File: config.mk
export PLATFORM = sky130hd
export DESIGN_NAME = tank_bullet_pool
export DESIGN_NICKNAME = d
export VERILOG_FILES = /design/src/rtl/tank_game_pkg.sv /design/src/rtl/bullet_slot.sv /design/src/rtl/tank_bullet_pool.sv
export SDC_FILE = /design/constraint.sdc
export NUM_CORES = 2
export LEC_CHECK = 0
export ABC_CLOCK_PERIOD_IN_PS = 5100
export BUFFER_PORTS_ARGS = -buffer_cell sky130_fd_sc_hd__clkbuf_2
export CORE_MARGIN = 2
export CORE_UTILIZATION = 40
export DETAILED_ROUTE_END_ITERATION = 10
export GPL_TIMING_DRIVEN = 0
export RECOVER_POWER = 25
export SKIP_LAST_GASP = 1
export SYNTH_ARGS = -nofsm -noshare
export SYNTH_HDL_FRONTEND = slang
export SYNTH_SLANG_ARGS = --single-unit
File: constraint.sdc
create_clock -name clk_f -period 5.1 [get_ports clk_f]
set_clock_uncertainty 0.05 [all_clocks]
set_input_delay 0.51 -clock clk_f [delete_from_list [all_inputs] [get_ports clk_f]]
set_output_delay 0.51 -clock clk_f [all_outputs]
set_load 0.01 [all_outputs]
File: src/rtl/tank_game_pkg.sv
// Shared tank-game constants: headings, coordinate width, screen bounds and tank geometry.
// Also holds the small coordinate helpers used by the bullet logic.
package tank_game_pkg;

    localparam int COORD_W = 10;

    typedef logic [COORD_W-1:0] coord_t;

    typedef enum logic [1:0] {
        DIR_UP    = 2'b00,
        DIR_DOWN  = 2'b01,
        DIR_LEFT  = 2'b10,
        DIR_RIGHT = 2'b11
    } dir_e;

    localparam coord_t SCREEN_X_MIN = 10'd3;
    localparam coord_t SCREEN_X_MAX = 10'd636;
    localparam coord_t SCREEN_Y_MIN = 10'd1;
    localparam coord_t SCREEN_Y_MAX = 10'd476;
    localparam int     TANK_SIZE    = 30;
    localparam int     MUZZLE_OFS   = 14;

    // Signed 12-bit intermediate coordinates never wrap, so clamping is exact.
    function automatic coord_t clamp_coord(input logic signed [11:0] v,
                                           input coord_t lo, input coord_t hi);
        if (v < $signed({2'b00, lo})) begin
            return lo;
        end else if (v > $signed({2'b00, hi})) begin
            return hi;
        end else begin
            return coord_t'(v[COORD_W-1:0]);
        end
    endfunction

    function automatic coord_t abs_diff(input coord_t a, input coord_t b);
        return (a >= b) ? (a - b) : (b - a);
    endfunction

    function automatic logic in_square(input coord_t px, input coord_t py,
                                       input coord_t tx, input coord_t ty,
                                       input logic [COORD_W:0] side);
        return ({1'b0, px} >= {1'b0, tx}) && ({1'b0, px} < ({1'b0, tx} + side)) &&
               ({1'b0, py} >= {1'b0, ty}) && ({1'b0, py} < ({1'b0, ty} + side));
    endfunction

endpackage

File: src/rtl/bullet_slot.sv
// One bullet slot: spawns on strobe, moves one step per tick, dies on bound,
// foreign-tank hit or foreign-bullet near-hit, and reports which tank it died in.
module bullet_slot
    import tank_game_pkg::*;
#(
    parameter int     NT      = 5,
    parameter int     SELF    = 3,
    parameter int     NO      = 8,
    parameter int     SPEED   = 3,
    parameter int     TANK_SZ = TANK_SIZE,
    parameter int     HIT_R   = 2,
    parameter coord_t X_MIN   = SCREEN_X_MIN,
    parameter coord_t X_MAX   = SCREEN_X_MAX,
    parameter coord_t Y_MIN   = SCREEN_Y_MIN,
    parameter coord_t Y_MAX   = SCREEN_Y_MAX
) (
    input  logic                  clk_f,
    input  logic                  rst_n,
    input  logic                  own_alive,
    input  logic                  spawn,
    input  coord_t                spawn_x,
    input  coord_t                spawn_y,
    input  logic [1:0]            spawn_dir,
    input  logic [NT-1:0]         tank_exit,
    input  logic [COORD_W*NT-1:0] tank_x,
    input  logic [COORD_W*NT-1:0] tank_y,
    input  logic [NO-1:0]         other_exit,
    input  logic [COORD_W*NO-1:0] other_x,
    input  logic [COORD_W*NO-1:0] other_y,
    output logic                  slot_exit,
    output logic                  slot_new,
    output logic [1:0]            slot_dir,
    output coord_t                slot_x,
    output coord_t                slot_y,
    output logic [NT-1:0]         slot_hit
);

    localparam logic signed [11:0] SPD12 = $signed(12'(SPEED));
    localparam logic [COORD_W:0]   TSZ11 = 11'(TANK_SZ);
    localparam coord_t             HR    = coord_t'(HIT_R);

    logic          exit_r, new_r;
    logic [1:0]    dir_r;
    coord_t        x_r, y_r, move_x_s, move_y_s;
    logic [NT-1:0] hit_r, tank_hit_s;
    logic          bullet_hit_s, bound_s, kill_s;

    // Kill detection against screen bounds, live foreign tanks and live foreign bullets
    always_comb begin
        tank_hit_s   = '0;
        bullet_hit_s = 1'b0;
        for (int i = 0; i < NT; i++) begin
            if ((i != SELF) && tank_exit[i] &&
                in_square(x_r, y_r, tank_x[COORD_W*i +: COORD_W], tank_y[COORD_W*i +: COORD_W], TSZ11)) begin
                tank_hit_s[i] = 1'b1;
            end else begin
                tank_hit_s[i] = 1'b0;
            end
        end
        for (int j = 0; j < NO; j++) begin
            if (other_exit[j] && (abs_diff(x_r, other_x[COORD_W*j +: COORD_W]) < HR) &&
                (abs_diff(y_r, other_y[COORD_W*j +: COORD_W]) < HR)) begin
                bullet_hit_s = 1'b1;
            end else begin
                bullet_hit_s = bullet_hit_s;
            end
        end
        bound_s = (x_r == X_MIN) || (x_r == X_MAX) || (y_r == Y_MIN) || (y_r == Y_MAX);
        kill_s  = bound_s || (|tank_hit_s) || bullet_hit_s;
    end

    // One step along the heading; clamping lands exactly on the bound so next tick kills
    always_comb begin
        move_x_s = x_r;
        move_y_s = y_r;
        case (dir_r)
            DIR_UP:    move_y_s = clamp_coord($signed({2'b00, y_r}) - SPD12, Y_MIN, Y_MAX);
            DIR_DOWN:  move_y_s = clamp_coord($signed({2'b00, y_r}) + SPD12, Y_MIN, Y_MAX);
            DIR_LEFT:  move_x_s = clamp_coord($signed({2'b00, x_r}) - SPD12, X_MIN, X_MAX);
            DIR_RIGHT: move_x_s = clamp_coord($signed({2'b00, x_r}) + SPD12, X_MIN, X_MAX);
            default: begin
                move_x_s = x_r;
                move_y_s = y_r;
            end
        endcase
    end

    // Slot state: owner death clears, then spawn, then kill over move; idle holds position
    always_ff @(posedge clk_f or negedge rst_n) begin
        if (!rst_n) begin
            exit_r <= 1'b0;
            new_r  <= 1'b0;
            dir_r  <= 2'b00;
            x_r    <= 10'd0;
            y_r    <= 10'd0;
            hit_r  <= '0;
        end else if (!own_alive) begin
            exit_r <= 1'b0;
            new_r  <= 1'b0;
            hit_r  <= '0;
        end else if (spawn) begin
            exit_r <= 1'b1;
            new_r  <= 1'b1;
            dir_r  <= spawn_dir;
            x_r    <= spawn_x;
            y_r    <= spawn_y;
            hit_r  <= '0;
        end else if (exit_r && kill_s) begin
            exit_r <= 1'b0;
            new_r  <= 1'b0;
            hit_r  <= tank_hit_s;
        end else if (exit_r) begin
            x_r    <= move_x_s;
            y_r    <= move_y_s;
            new_r  <= 1'b0;
            hit_r  <= '0;
        end else begin
            new_r  <= 1'b0;
            hit_r  <= '0;
        end
    end

    assign slot_exit = exit_r;
    assign slot_new  = new_r;
    assign slot_dir  = dir_r;
    assign slot_x    = x_r;
    assign slot_y    = y_r;
    assign slot_hit  = hit_r;

endmodule

File: src/rtl/tank_bullet_pool.sv
// Per-tank bullet pool: fire cooldown, lowest-free-slot allocation, muzzle spawn
// position and merge of per-slot tank hits into a single hit_tank pulse vector.
module tank_bullet_pool
    import tank_game_pkg::*;
#(
    parameter int     NB       = 2,
    parameter int     NT       = 5,
    parameter int     SELF     = 3,
    parameter int     NO       = 8,
    parameter int     SPEED    = 3,
    parameter int     TANK_SZ  = TANK_SIZE,
    parameter int     HIT_R    = 2,
    parameter int     COOLDOWN = 60,
    parameter coord_t X_MIN    = SCREEN_X_MIN,
    parameter coord_t X_MAX    = SCREEN_X_MAX,
    parameter coord_t Y_MIN    = SCREEN_Y_MIN,
    parameter coord_t Y_MAX    = SCREEN_Y_MAX
) (
    input  logic                  clk_f,
    input  logic                  rst_n,
    input  logic                  shoot,
    input  logic [NT-1:0]         tank_exit,
    input  logic [1:0]            tank_direction,
    input  logic [COORD_W*NT-1:0] tank_x,
    input  logic [COORD_W*NT-1:0] tank_y,
    input  logic [NO-1:0]         otherbullet_exit,
    input  logic [COORD_W*NO-1:0] other_bullet_x,
    input  logic [COORD_W*NO-1:0] other_bullet_y,
    output logic [NB-1:0]         bullet_exit,
    output logic [NB-1:0]         bullet_new,
    output logic [2*NB-1:0]       bullet_dir,
    output logic [COORD_W*NB-1:0] bullet_x,
    output logic [COORD_W*NB-1:0] bullet_y,
    output logic [NT-1:0]         hit_tank,
    output logic                  ready
);

    localparam int                CW    = $clog2(COOLDOWN + 1);
    localparam logic [CW-1:0]     CD_MAX = CW'(COOLDOWN);
    localparam logic signed [11:0] SPD12 = $signed(12'(SPEED));
    localparam logic signed [11:0] TSZ12 = $signed(12'(TANK_SZ));
    localparam logic signed [11:0] MUZ12 = $signed(12'(MUZZLE_OFS));

    logic [CW-1:0]     cooldown_r, cooldown_next_s;
    logic              ready_r, own_alive_s, free_any_s, accept_s;
    logic [NB-1:0]     free_oh_s, spawn_s;
    logic signed [11:0] own_x_s, own_y_s;
    coord_t            spawn_x_s, spawn_y_s;
    logic [NT-1:0]     slot_hit_s [NB];

    assign own_alive_s = tank_exit[SELF];
    assign own_x_s     = $signed({2'b00, tank_x[COORD_W*SELF +: COORD_W]});
    assign own_y_s     = $signed({2'b00, tank_y[COORD_W*SELF +: COORD_W]});

    // Lowest-index free slot as a one-hot
    always_comb begin
        free_oh_s  = '0;
        free_any_s = 1'b0;
        for (int i = 0; i < NB; i++) begin
            if (!bullet_exit[i] && !free_any_s) begin
                free_oh_s[i] = 1'b1;
                free_any_s   = 1'b1;
            end else begin
                free_oh_s[i] = 1'b0;
            end
        end
    end

    assign accept_s = shoot && ready_r && own_alive_s && free_any_s;
    assign spawn_s  = accept_s ? free_oh_s : '0;

    // Muzzle position for the current heading, clamped onto the playfield
    always_comb begin
        spawn_x_s = X_MIN;
        spawn_y_s = Y_MIN;
        case (tank_direction)
            DIR_UP: begin
                spawn_x_s = clamp_coord(own_x_s + MUZ12, X_MIN, X_MAX);
                spawn_y_s = clamp_coord(own_y_s - SPD12, Y_MIN, Y_MAX);
            end
            DIR_DOWN: begin
                spawn_x_s = clamp_coord(own_x_s + MUZ12, X_MIN, X_MAX);
                spawn_y_s = clamp_coord(own_y_s + TSZ12, Y_MIN, Y_MAX);
            end
            DIR_LEFT: begin
                spawn_x_s = clamp_coord(own_x_s - SPD12, X_MIN, X_MAX);
                spawn_y_s = clamp_coord(own_y_s + MUZ12, Y_MIN, Y_MAX);
            end
            DIR_RIGHT: begin
                spawn_x_s = clamp_coord(own_x_s + TSZ12, X_MIN, X_MAX);
                spawn_y_s = clamp_coord(own_y_s + MUZ12, Y_MIN, Y_MAX);
            end
            default: begin
                spawn_x_s = X_MIN;
                spawn_y_s = Y_MIN;
            end
        endcase
    end

    // Saturating cooldown; an accepted shot restarts it
    always_comb begin
        if (accept_s) begin
            cooldown_next_s = '0;
        end else if (cooldown_r == CD_MAX) begin
            cooldown_next_s = CD_MAX;
        end else begin
            cooldown_next_s = cooldown_r + CW'(1);
        end
    end

    // Cooldown register with ready kept as its registered terminal-count flag
    always_ff @(posedge clk_f or negedge rst_n) begin
        if (!rst_n) begin
            cooldown_r <= '0;
            ready_r    <= 1'b0;
        end else begin
            cooldown_r <= cooldown_next_s;
            ready_r    <= (cooldown_next_s == CD_MAX);
        end
    end

    assign ready = ready_r;

    for (genvar g = 0; g < NB; g++) begin : g_slot
        bullet_slot #(
            .NT(NT), .SELF(SELF), .NO(NO), .SPEED(SPEED), .TANK_SZ(TANK_SZ), .HIT_R(HIT_R),
            .X_MIN(X_MIN), .X_MAX(X_MAX), .Y_MIN(Y_MIN), .Y_MAX(Y_MAX)
        ) u_slot (
            .clk_f     (clk_f),
            .rst_n     (rst_n),
            .own_alive (own_alive_s),
            .spawn     (spawn_s[g]),
            .spawn_x   (spawn_x_s),
            .spawn_y   (spawn_y_s),
            .spawn_dir (tank_direction),
            .tank_exit (tank_exit),
            .tank_x    (tank_x),
            .tank_y    (tank_y),
            .other_exit(otherbullet_exit),
            .other_x   (other_bullet_x),
            .other_y   (other_bullet_y),
            .slot_exit (bullet_exit[g]),
            .slot_new  (bullet_new[g]),
            .slot_dir  (bullet_dir[2*g +: 2]),
            .slot_x    (bullet_x[COORD_W*g +: COORD_W]),
            .slot_y    (bullet_y[COORD_W*g +: COORD_W]),
            .slot_hit  (slot_hit_s[g])
        );
    end

    // Any slot dying inside tank i flags tank i
    always_comb begin
        hit_tank = '0;
        for (int i = 0; i < NB; i++) begin
            hit_tank = hit_tank | slot_hit_s[i];
        end
    end

endmodule

# Word-level counts from Yosys, hierarchy flattened
# Index checks and enable logic that the tools add are counted.
word_totals:
  register_bits: 65
  inputBits: 278
  wordCells: 473
classes:
  n_addsub: 87
  order_cmp: 124
  eq_ne: 23
  muxes: 124
  bitwise_logic: 1
  reduce_logical: 100
ops:
  columns: ["operator", "count"]
  rows:
  - ["two-way mux 10 bit", 72]
  - ["subtractor 10 bit", 64]
  - ["greater-or-equal comparator 10 bit", 48]
  - ["less-than comparator 10 x 2 -> 1 bit (second input constant)", 32]
  - ["less-than comparator 10 x 11 -> 1 bit", 16]
  - ["adder 10 x 5 -> 11 bit (second input constant)", 10]
  - ["case mux 10 bit (2 select lines)", 4]
  - ["logical AND 1 bit", 70]
  - ["subtractor 10 x 2 -> 11 bit (second input constant)", 6]
  - ["case mux 10 bit (3 select lines)", 2]
  - ["greater-than comparator 12 x 10 -> 1 bit (second input constant)", 4]
  - ["greater-than comparator 12 x 11 -> 1 bit (second input constant)", 4]
  - ["less-than comparator 12 x 2 -> 1 bit (second input constant)", 4]
  - ["less-than comparator 12 x 3 -> 1 bit (second input constant)", 4]
  - ["adder 10 x 2 -> 11 bit (second input constant)", 4]
  - ["two-way mux 1 bit", 37]
  - ["greater-than comparator 11 x 10 -> 1 bit (second input constant)", 3]
  - ["less-than comparator 11 x 2 -> 1 bit (second input constant)", 3]
  - ["two-way mux 5 bit", 6]
  - ["adder 10 x 4 -> 11 bit (second input constant)", 2]
  - ["greater-than comparator 11 x 9 -> 1 bit (second input constant)", 2]
  - ["less-than comparator 11 x 1 -> 1 bit (second input constant)", 2]
  - ["equality test 10 x 1 -> 1 bit (second input constant)", 2]
  - ["equality test 10 bit (second input constant)", 2]
  - ["22 further kinds", 56]

# Depth between registers and ports, before layout
depth:
  word_depth: 18
  mapped_depth: 19

# Cells and area by module
# A second synthesis with hierarchy kept.
unflattened:
  cells_unflattened: 6254
  hier_area_um2: 45829.0
modules_own_cells:
  columns: ["module", "n_inst", "cells_per_inst", "area_per_inst_um2"]
  rows:
  - ["bullet_slot (g_slot[1].u_slot)", 1, 2939, 21609.5]
  - ["bullet_slot (g_slot[0].u_slot)", 1, 2907, 21490.6]
  - ["tank_bullet_pool", 1, 408, 2728.9]

# Least setup slack after synthesis
# No wires, ideal clock.
synth_timing:
  path_kind: "register -> register"
  start: "register g_slot[0].u_slot.x_r[1]"
  end: "register g_slot[0].u_slot.y_r[3]"
  setup_ps: 125
  arrival_ps: 4917
  t_required_ps: 4925
  path_slack_ps: 8
  path_stages_with_launch: 16
  n_path_buf: 1
  period_less_slack_ps: 5092
  cell_sequence: "dfrtp_1 -> inv_1 -> fa_1 -> a21o_1 -> a21oi_1 -> o211ai_1 -> xnor2_1 -> o41ai_1 -> or3_1 -> or4_1 -> a211o_1 -> o311ai_4 -> nor3_2 -> a21o_1 -> buf_6 -> mux2_4"
synth_between:
  elab_chain_len: 17
  word_cells_on_any_way: 103
  cone_classes: "16 x add/sub; 24 x order compare; 3 x eq/ne; 20 x mux; 40 x reduce/logical"
synth_lines:
  columns: ["item", "line", "text"]
  rows:
  - ["from (decl)", "bullet_slot.sv:44", "coord_t x_r, y_r, move_x_s, move_y_s;"]
  - ["from (signal assigned)", "bullet_slot.sv:105", "x_r <= spawn_x;"]
  - ["from (signal assigned)", "bullet_slot.sv:113", "x_r <= move_x_s;"]
  - ["subtractor 10 bit / greater-or-equal comparator 10 bit (equally long branches)", "tank_game_pkg.sv:36", "return (a >= b) ? (a - b) : (b - a);"]
  - ["two-way mux 10 bit", "tank_game_pkg.sv:36", null]
  - ["less-than comparator 10 x 2 -> 1 bit", "bullet_slot.sv:61", "if (other_exit[j] && (abs_diff(x_r, other_x[COORD_W*j +: COORD_W]) < HR) &&"]
  - ["logical AND 1 bit (2 in a row)", "bullet_slot.sv:61", null]
  - ["two-way mux 1 bit (8 in a row)", "bullet_slot.sv:61", null]
  - ["logical OR 1 bit *", "bullet_slot.sv:69", "kill_s = bound_s || (|tank_hit_s) || bullet_hit_s;"]
  - ["logical AND 1 bit *", "bullet_slot.sv:108", "end else if (exit_r && kill_s) begin"]
  - ["!= test 2 bit (no source line) *", null, null]
  - ["AND reduction 4 bit (no source line) *", null, null]
  - ["to (signal assigned)", "bullet_slot.sv:106", "y_r <= spawn_y;"]
  - ["to (signal assigned)", "bullet_slot.sv:114", "y_r <= move_y_s;"]
  - ["to (decl)", "bullet_slot.sv:44", null]
# Mark *: on every way between the ends. The rest lies on a longest branch, timed or not.
# A chain may end at the register's enable or synchronous reset.

# Final worst setup path
layout_timing:
  start: "register g_slot[1].u_slot.x_r[6]"
  end: "register g_slot[1].u_slot.x_r[6]"
layout_between:
  elab_chain_len: 17
  word_cells_on_any_way: 117
  cone_classes: "18 x add/sub; 28 x order compare; 3 x eq/ne; 28 x mux; 40 x reduce/logical"
layout_lines:
  columns: ["item", "line"]
  rows:
  - ["from (decl)", "bullet_slot.sv:44"]
  - ["from (signal assigned)", "bullet_slot.sv:105"]
  - ["from (signal assigned)", "bullet_slot.sv:113"]
  - ["subtractor 10 bit / greater-or-equal comparator 10 bit (equally long branches)", "tank_game_pkg.sv:36"]
  - ["two-way mux 10 bit", "tank_game_pkg.sv:36"]
  - ["less-than comparator 10 x 2 -> 1 bit", "bullet_slot.sv:61"]
  - ["logical AND 1 bit (2 in a row)", "bullet_slot.sv:61"]
  - ["two-way mux 1 bit (8 in a row)", "bullet_slot.sv:61"]
  - ["logical OR 1 bit", "bullet_slot.sv:69"]
  - ["logical AND 1 bit", "bullet_slot.sv:108"]
  - ["!= test 2 bit (no source line)", null]
  - ["AND reduction 4 bit (no source line)", null]
# Parallel ways exist; a longest one is shown, timed or not. The select of a mux whose other input is x is not followed.

==> run_results.csv <==
group,metric,value,unit
cells_and_area,fin_nets,7681,
worst_setup_path,cp_num_buf_inv,3,
cells_and_area,syn_to_final_growth,14.40,%
worst_setup_path,arrival,5.30,ns
clocking,cts-buffers-inserted,9,
run_status,failed_checks,"capacitance limit, slew limit, setup timing",
pwr,power_density,293.4,nW/um2
clocking,clk_pin_slew,0.05,ns
pwr,p_leak,23.39,nW
clocking,clock_path_buffers,2,
placement,io_buffers,321,
placement,pre_cts_slack,-2.768,ns
drt,post-route-drc-count,0,
worst_hold_path,worstHoldPathType,"flip-flop to flip-flop",
global_routing,grt_overflow,0,
timing,hold_viol,0,
floorplanning,die_y,334.3,um
worst_setup_path,crit_type,"flip-flop to flip-flop",
clocking,clk_latency,0.34,ns
worst_setup_path,path_delay_family,"compound AO/OA/AOI/OAI gates",
clocking,hold_buffers,0,
drt,vias_per_cell,6.231,
cells_and_area,layout_commonest_cell,"ha_1",
yosys,synthCells,5917,
yosys,yosysTopAreaCellShare,27.53,%
yosys,syn-cell-area,43630,um2
timing,setup_viol,1,
cells_and_area,layout_common_cells,"958 x ha_1, 532 x a21oi_1, 430 x inv_1",
yosys,syn_avg_cell_area,7.373,um2
run_status,outcome,"finished with violations",
floorplanning,dieArea,111700,um2
yosys,yosysUniqueCellTypes,110,
floorplanning,fp-row-count,121,
global_routing,antenna_found_initial,26,
timing,finalWorstPathRequiredPeriod,5.133,ns
placement,gp_congestion,0.9892,
placement,dp.cells,7687,
clocking,h-tree-depth,3,
timing,period_share,100.6,%
job,maxCapViolCount,1,
timing,relSlewSlack,-144.2,%
global_routing,grt_max_degree,64,
clocking,cts.sinks,63,
timing,final-max-slew-violation-count,64,
cells_and_area,utilization,45.98,%
drt,dr.pass1.iters,6,
clocking,clockRootBuffer,"clkbuf_16",
yosys,yosys-top-cells-area,"ha_1 28%, a21oi_1 6.2%, o21ai_0 4.0%, xnor2_1 4.0%, inv_1 3.9%",
global_routing,grt_use_total,33.09,%
pwr,vdd_drop_max,355.9,uV
yosys,seq_area_frac_synth,3.614,%
clocking,cts_tree,"done",
yosys,ys_ff_latch,63,
timing,worst_pin_slew,3.664,ns
drt,drt-initial-drc-count,4710,
yosys,synth_top_cell_by_area,"ha_1",
yosys,ys_warn_count,0,
timing,fmax,194.8,MHz
floorplanning,die_w,334.3,um
cells_and_area,drive_above_1_share,12.30,%
worst_setup_path,crit_slowest_cell,"inv_1",
yosys,synthFlopType,"dfrtp_1",
drt,final_antenna_net_count,0,
worst_setup_path,path_max_fanout,12,
floorplanning,num_io_pins,332,
global_routing,grt_pass1_vias,45530,
worst_setup_path,cpPeakStageDelay,1.03,ns
floorplanning,start_util,40.19,%
placement,hpwl,145400,um
yosys,synth_edf_count,0,
global_routing,grt_pass1_wl,283100,um
worst_setup_path,cp-start-kind,"flip-flop",
yosys,synthArstFlopShare,100.0,%
worst_setup_path,cp-end-kind,"flip-flop",
drt,post_drt_wl_per_cell,24.81,um
drt,routed_wl,193900,um
worst_setup_path,crit_chain,"inv_1, nor4_1, nand3_1, o21ai_0, a211oi_1, o2111ai_1, nor4_4, buf_6, nand4_1, buf_4, or2_2, o211ai_1",
yosys,syn_nets,7219,
cells_and_area,stdcell_count,7816,
floorplanning,placeableCoreArea,108600,um2
timing,fin_ws,-0.03250,ns
drt,dr_total_vias,48700,
worst_setup_path,required,5.27,ns
[power breakdown]
| part | leakage (nW) | internal (mW) | total [mW] | switching [mW] |
|---|---|---|---|---|
| logic | 22.5 | 4.96 | 13.0 | 8.07 |
| registers | 0.724 | 0.626 | 0.999 | 0.373 |
| clock network | 0.143 | 0.390 | 0.620 | 0.230 |
| total | 23.4 | 5.98 | 14.6 | 8.67 |
[per-layer routing]
layer	up-vias	share of wire, %	track usage [%]	wire [um]
li1	22980	-	-	-
met1	23030	41	41.94	80030
met2	2132	44	52.28	85410
met3	546	8.4	6.262	16380
met4	16	6.2	19.19	11990
met5	-	0.047	0	91
[area by class of cell]
cell class,count,area (um2)
Timing Repair Buffer,462,3261
Antenna cell,18,45.04
Tap cell,1414,1769
Fill cell,11100,58640
Clock inverter,4,47.55
Inverter,461,1888
Sequential cell,63,1684
Multi-Input combinational cell,5141,39960
Clock buffer,12,246.5
Buffer,241,1007
[flip-flops by register name, indices dropped and copies added, names as in the netlist]
register,count
cooldown_r,6
g_slot.u_slot.slot_dir,4
g_slot.u_slot.slot_exit,2
g_slot.u_slot.slot_hit,8
g_slot.u_slot.slot_new,2
g_slot.u_slot.slot_x,20
g_slot.u_slot.slot_y,20
ready,1
[worst paths after layout]
path	from	end	slack (ns)	depth (start not counted)
max in group asynchronous	rst_n	g_slot[0].u_slot.slot_y[3]$_DFFE_PN0P_	1.01	1
max	g_slot[1].u_slot.slot_x[6]$_DFFE_PN0P_	g_slot[1].u_slot.slot_x[6]$_DFFE_PN0P_	-0.03	12
min	cooldown_r[0]$_DFF_PN0_	cooldown_r[0]$_DFF_PN0_	0.48	1
min reg2reg	cooldown_r[0]$_DFF_PN0_	cooldown_r[0]$_DFF_PN0_	0.48	1
max reg2reg	g_slot[1].u_slot.slot_x[6]$_DFFE_PN0P_	g_slot[1].u_slot.slot_x[6]$_DFFE_PN0P_	-0.03	12
min in group asynchronous	rst_n	cooldown_r[1]$_DFF_PN0_	1.39	1
[metrics by stage]
step           setup TNS [ns]  power (mW)  hold WS (ns)  area [um2]
2_1_floorplan               0       9.031        0.1644       43630
3_3_place_gp          -175.63       12.55        0.4578       47000
3_5_place_dp          -103.96       12.89        0.4609       47800
4_1_cts                     0       13.99        0.3391       49240
5_1_grt              -0.07360       15.75        0.5150       49890
6_report             -0.03250       14.64        0.4816       49910
[kinds of logic (layout without fill, tap and decap cells)]
kind of cell / after synthesis / after routing / share of synthesized area, %
adders and majority gates: 1024 / 1024 / 30.47
xor gates and xnor gates: 310 / 310 / 6.223
muxes: 120 / 120 / 2.845
DFF: 63 / 63 / 3.614
buffers and inverters: 713 / 1180 / 6.272
and+or+nand+nor: 1666 / 1666 / 19.58
other: 1 / 19 / 0.008595
AOI/OAI and AO/OA: 2020 / 2020 / 30.99
[Yosys cell counts (86+ instances only)]
library cell and instances:
xor2_1 113, a211oi_1 86, a21o_1 210, mux2i_1 91
nor2b_1 98, clkbuf_1 214, o21a_1 103, nand2_1 356
a21oi_1 538, nand2b_1 100, nand3_1 177, nor3_1 165
nor2_1 341, ha_1 960, inv_1 455, a31oi_1 95
xnor2_1 197, o21ai_0 351
[timing repair]
item / CTS / global route
pin swaps: 14 / 29
endpoints found under the setup margin: 50 / 45
gates resized for setup: 124 / 102
endpoints found under the hold margin: 0 / 0
setup buffers: 73 / 33
Power figures use the tool's default switching activity.
